===== src/rtl/stopwatch_pkg.sv =====
// Shared definitions for the stopwatch sequencer: FSM state encoding and
// default master clock frequency.
package stopwatch_pkg;

  typedef enum logic [1:0] {
    ST_RUN    = 2'd0,
    ST_PAUSED = 2'd1,
    ST_ADJ    = 2'd2
  } state_t;

  localparam int unsigned CLK_HZ_DEFAULT = 100_000_000;

endpackage


===== src/rtl/stopwatch_ctrl_tick_gen.sv =====
// Free-running prescaler producing combinational 2 Hz / 1 Hz tick conditions
// and the registered blink toggle; a clear restarts the prescaler and phase.
module tick_gen
  import stopwatch_pkg::*;
#(
  parameter int unsigned CLK_HZ = CLK_HZ_DEFAULT
) (
  input  logic clk,
  input  logic reset,
  input  logic clr,
  output logic t2,
  output logic t1,
  output logic blink
);

  localparam int unsigned HALF = CLK_HZ / 2;
  localparam int unsigned CW   = (HALF > 1) ? $clog2(HALF) : 1;
  localparam logic [CW-1:0] LAST = CW'(HALF - 1);

  logic [CW-1:0] cnt;
  logic          phase;
  logic          wrap;

  assign wrap = (cnt == LAST);
  // A clear in the wrap cycle swallows the tick so no strobe escapes it.
  assign t2   = wrap & ~clr;
  assign t1   = t2 & phase;

  always_ff @(posedge clk) begin
    if (reset) begin
      cnt   <= '0;
      phase <= 1'b0;
      blink <= 1'b0;
    end else if (clr) begin
      cnt   <= '0;
      phase <= 1'b0;
    end else if (wrap) begin
      cnt   <= '0;
      phase <= ~phase;
      blink <= ~blink;
    end else begin
      cnt <= cnt + 1'b1;
    end
  end

endmodule


===== src/rtl/stopwatch_ctrl.sv =====
// Stopwatch sequencer: synchronizes switches, edge-detects buttons and runs the
// RUN/PAUSED/ADJ FSM that issues one-cycle increment/clear strobes.
module stopwatch_ctrl
  import stopwatch_pkg::*;
#(
  parameter int unsigned CLK_HZ = CLK_HZ_DEFAULT
) (
  input  logic clk,
  input  logic reset,
  input  logic btn_pause,
  input  logic btn_reset,
  input  logic sw_sel,
  input  logic sw_adj,
  output logic sec_inc,
  output logic min_inc,
  output logic count_clr,
  output logic adjust,
  output logic select,
  output logic paused,
  output logic blink
);

  logic   adj_q1, adj_q2, sel_q1, sel_q2;
  logic   pause_q, clear_q;
  logic   pause_edge, clear_edge;
  logic   t2, t1;
  state_t state, state_next;
  logic   ret_paused, ret_next, ret_eff;
  logic   sec_next, min_next, clr_next, paused_next;

  assign pause_edge = btn_pause & ~pause_q;
  assign clear_edge = btn_reset & ~clear_q;
  assign select     = sel_q2;

  tick_gen #(.CLK_HZ(CLK_HZ)) u_tick_gen (
    .clk   (clk),
    .reset (reset),
    .clr   (clear_edge),
    .t2    (t2),
    .t1    (t1),
    .blink (blink)
  );

  // Strobes are decided from the current state; transitions take effect next cycle.
  always_comb begin
    state_next = state;
    ret_next   = ret_paused;
    ret_eff    = ret_paused ^ pause_edge;
    sec_next   = 1'b0;
    min_next   = 1'b0;
    clr_next   = 1'b0;
    if (clear_edge) begin
      clr_next = 1'b1;
    end else begin
      unique case (state)
        ST_RUN: begin
          if (adj_q2) begin
            state_next = ST_ADJ;
            ret_next   = pause_edge;
          end else if (pause_edge) begin
            state_next = ST_PAUSED;
          end
          sec_next = t1 & ~pause_edge;
        end
        ST_PAUSED: begin
          if (adj_q2) begin
            state_next = ST_ADJ;
            ret_next   = ~pause_edge;
          end else if (pause_edge) begin
            state_next = ST_RUN;
          end
        end
        ST_ADJ: begin
          ret_next = ret_eff;
          if (!adj_q2) state_next = ret_eff ? ST_PAUSED : ST_RUN;
          if (t2 && !pause_edge) begin
            sec_next = ~sel_q2;
            min_next = sel_q2;
          end
        end
        default: begin
          state_next = ST_RUN;
          ret_next   = 1'b0;
        end
      endcase
    end
    paused_next = (state_next == ST_PAUSED) || ((state_next == ST_ADJ) && ret_next);
  end

  always_ff @(posedge clk) begin
    if (reset) begin
      adj_q1     <= 1'b0;
      adj_q2     <= 1'b0;
      sel_q1     <= 1'b0;
      sel_q2     <= 1'b0;
      pause_q    <= 1'b0;
      clear_q    <= 1'b0;
      state      <= ST_RUN;
      ret_paused <= 1'b0;
      sec_inc    <= 1'b0;
      min_inc    <= 1'b0;
      count_clr  <= 1'b0;
      adjust     <= 1'b0;
      paused     <= 1'b0;
    end else begin
      adj_q1     <= sw_adj;
      adj_q2     <= adj_q1;
      sel_q1     <= sw_sel;
      sel_q2     <= sel_q1;
      pause_q    <= btn_pause;
      clear_q    <= btn_reset;
      state      <= state_next;
      ret_paused <= ret_next;
      sec_inc    <= sec_next;
      min_inc    <= min_next;
      count_clr  <= clr_next;
      adjust     <= (state_next == ST_ADJ);
      paused     <= paused_next;
    end
  end

endmodule


===== config.mk =====
export PLATFORM = sky130hd
export DESIGN_NAME = stopwatch_ctrl
export DESIGN_NICKNAME = d
export VERILOG_FILES = /design/src/rtl/stopwatch_pkg.sv /design/src/rtl/stopwatch_ctrl_tick_gen.sv /design/src/rtl/stopwatch_ctrl.sv
export SDC_FILE = /design/constraint.sdc
export NUM_CORES = 1
export LEC_CHECK = 0
export ABC_AREA = 1
export BUFFER_PORTS_ARGS = -buffer_cell sky130_fd_sc_hd__buf_2
export CORE_ASPECT_RATIO = 0.6
export CORE_UTILIZATION = 30
export CTS_BUF_LIST = sky130_fd_sc_hd__clkbuf_4
export CTS_CLUSTER_DIAMETER = 60
export DETAILED_ROUTE_END_ITERATION = 8
export SYNTH_ARGS = -nofsm -noshare
export SYNTH_HDL_FRONTEND = slang
export SYNTH_SLANG_ARGS = --single-unit

===== constraint.sdc =====
create_clock -name clk -period 1.6 [get_ports clk]
set_clock_uncertainty 0.1 [all_clocks]
set_input_delay 0.4 -clock clk [delete_from_list [all_inputs] [get_ports clk]]
set_output_delay 0.4 -clock clk [all_outputs]
set_load 0.05 [all_outputs]

==> run metrics <==
clock buffer depth 2; WP data required between 1.5 and 2 ns; clock sinks between 40 and 50; Flop pwr share around 56%; Worst Setup End Kind flip-flop; status finished clean; Setup CP Type reg2reg; Inserted Clock Buffers 5; Post-Syn Area between 2000 and 2500 µm²; worst hold path endpoint sel_q1$_SDFF_PP0_; # setup viols final 0; boundary pin count 13; setup TNS 0 ns; largest net degree at the start of global routing 25; ys flop type dfxtp_1; global route overflow 0; CP max FO 7; maxcap violations 0; Die Span X ~110 µm; PortBufs 12; leakage ~1 nW; first-pass GRT wire length slightly below 9000 µm; worst reg-to-reg setup slack approximately 0.044 ns; Sw Share around a quarter; remaining antenna violation count 0; antenna cells 0; clk_lat worst skew ~0.37 ns; vias per cell around 4.6; EDFF count, synth 0; Starting Density between 30% and 40%; Logic pwr share 7.7%; synth cell count leaders 63 x nand2_1, 52 x nor2_1, 43 x inv_1, 42 x dfxtp_1, 19 x nand3_1; worst hold stages 3; H-tree depth 2; synth warn 0; min-delay src sw_sel; unrepaired setup endpoints after global routing true; Die Height 67.2 µm; r2r startpoint u_tick_gen.cnt[0]$_SDFF_PP0_; GRT Resource Usage Total ~15%; Clk pin slew, worst setup/hold paths 0.13 ns; fin crit share about 97%; cells after synthesis slightly above 300; vias in the first global route approximately 1700; Pwr Total 0.00192 W; final hold viol count 0; share of layout cells above drive strength 1 between 20 and 25%; hold crit path type in2reg; DRC 0; Final Non-Filler Cells 430; first drt pass iteration count 5; FFs w/ async S/R, synth 0%; CTS tree yes; minimum clock period approximately 1.6 ns; Critical Path Source Type flip-flop; initial antenna violation count 0; worst relative slew slack ~74%; die area 7430 µm²; worst slew pin tran about 0.4 ns; register bit count reported by yosys 42; IR Drop Worst-Case VDD approximately 0.32 mV; Iteration-0 DRC Markers approximately 200; final worst slack 0.0439 ns; part of the Yosys area used for sequential elements between 30% and 40%; CTS root buf clkbuf_4; final WL 5370 µm; Avg WL per Cell around 12 µm; hold_buf cts 0; HPWL after DPL 4020 µm; Reg2Reg Depth 9; Syn Nets between 300 and 400; Area Growth Syn to Fin 22.0%; fin nets approximately 350; area of the core slightly below 7000 µm²; Int Pwr roughly 0.0014 W; Yosys top cell by area dfxtp_1; power per cell area 741 nW/µm²; unique cell type count in the Yosys netlist 30; Cells after DPL between 400 and 500; Placement Setup Slack -0.0424 ns; top post-synthesis cells by area dfxtp_1 40%, nand2_1 11%, nor2_1 9.2%; clock power share between 30% and 40%; Core Rows 23; f_max 0.643 GHz; reg-to-reg endpoint u_tick_gen.cnt[10]$_SDFF_PP0_; most frequent cell after synthesis nand2_1; gpl congestion between 0.8 and 0.9; Worst EP arrival between 1.5 and 2 ns; max-slew violation count 0; Core Util, Final a little under two fifths; DR vias between 1500 and 2000; Yosys top cell area share 39.6%; NetSw between 0.0004 and 0.0005 W; Avg Inst Size Synth roughly 7 µm²
logic make-up after synthesis:
logic type / synth area share (%)
xor+xnor: 2.47
flops: 39.6
fa+ha+maj: 0.589
buf+inv: 9.90
compound gates: 6.89
simple gates: 40.5
power by group through the flow:
stage,clock network (W),logic (W),registers (W)
after floorplan,0,0.0000817,0.00112
after global placement,0,0.000137,0.00110
after detailed placement,0,0.000138,0.00110
after CTS,0.000714,0.000140,0.00108
after global routing,0.000754,0.000165,0.00108
final,0.000695,0.000147,0.00108
registers in the layout (all words and copies together) (netlist names):
name and count:
adj_q1 1, adj_q2 1, adjust 1, clear_q 1
count_clr 1, min_inc 1, pause_q 1, paused 1
ret_paused 1, sec_inc 1, sel_q1 1, select 1
state 2, u_tick_gen.blink 1, u_tick_gen.cnt 26, u_tick_gen.phase 1
area by class of cell:
cell class,count,area (µm²)
clock inverters,3,40.0
fillers,688,4170
clock buffers,5,37.5
multi-input cells,213,1160
flip-flops and latches,42,850
well taps,87,109
repair buffers,32,216
inverters,48,180
per-layer routing:
metal	part of all wire [%]	routed length (µm)	vias up	GRT usage [%]
li1	-	-	1042	-
met1	58	3120	884	24.7
met2	35	1860	59	17.9
met3	6.3	338	7	4.40
met4	1.1	57	0	4.17
met5	0	0	-	0
cell usage in the layout, fill, tap and decap left out, types with 2 or more instances in the layout:
cell type   n
a21oi_1    15
buf_2      11
nand4_1    11
nor2_1     47
nand3_1    19
inv_2       6
nand2_2     5
clkbuf_4    5
xor2_1      4
o21ai_0     2
o21ai_1     2
o211ai_1    2
dfxtp_2     7
inv_1      42
buf_4      20
nor3_1      4
xnor2_1     2
clkinv_2    2
nand2_1    63
nor2_4      6
nand3b_1    5
o21bai_1    2
nand2_4     2
dfxtp_1    35
nor2_2      6
nor3_2      7
what timing repair did:
action | CTS | global route
gates cloned | 0 | 1
endpoints found under the setup margin | 25 | 31
pin swaps | 0 | 4
resized for setup | 4 | 25
setup buffers | 0 | 1
worst max path at each step:
| stage | from | slack, ns | to |
|---|---|---|---|
| 2_1_floorplan | u_tick_gen.cnt[0]$_SDFF_PP0_ | 0.1 | u_tick_gen.cnt[9]$_SDFF_PP0_ |
| 3_3_place_gp | u_tick_gen.cnt[0]$_SDFF_PP0_ | -0.0007 | u_tick_gen.cnt[18]$_SDFF_PP0_ |
| 3_5_place_dp | u_tick_gen.cnt[1]$_SDFF_PP0_ | -0.04 | u_tick_gen.cnt[6]$_SDFF_PP0_ |
| 4_1_cts | u_tick_gen.cnt[0]$_SDFF_PP0_ | 0.006 | u_tick_gen.cnt[10]$_SDFF_PP0_ |
| 5_1_grt | u_tick_gen.cnt[0]$_SDFF_PP0_ | -0.02 | u_tick_gen.cnt[10]$_SDFF_PP0_ |
| 6_report | u_tick_gen.cnt[0]$_SDFF_PP0_ | 0.04 | u_tick_gen.cnt[10]$_SDFF_PP0_ |
critical path, stage by stage, from the launching register on:
cell and delay (ns):
dfxtp_2 0.38, ha_4 0.14, nand2_2 0.07, nor2_4 0.11
nand2_4 0.10, nor2_4 0.11, nand3_4 0.17, buf_6 0.17
o211ai_1 0.07, a21oi_1 0.06
stage by stage:
step | hold WS, ns | area (µm²)
detailed placement | 0.292 | 2400
global placement | 0.292 | 2400
CTS | 0.104 | 2500
global route | 0.0980 | 2590
floorplan | 0.288 | 2120
finish | 0.115 | 2590
Note: power is estimated with default switching activity, not from simulation.
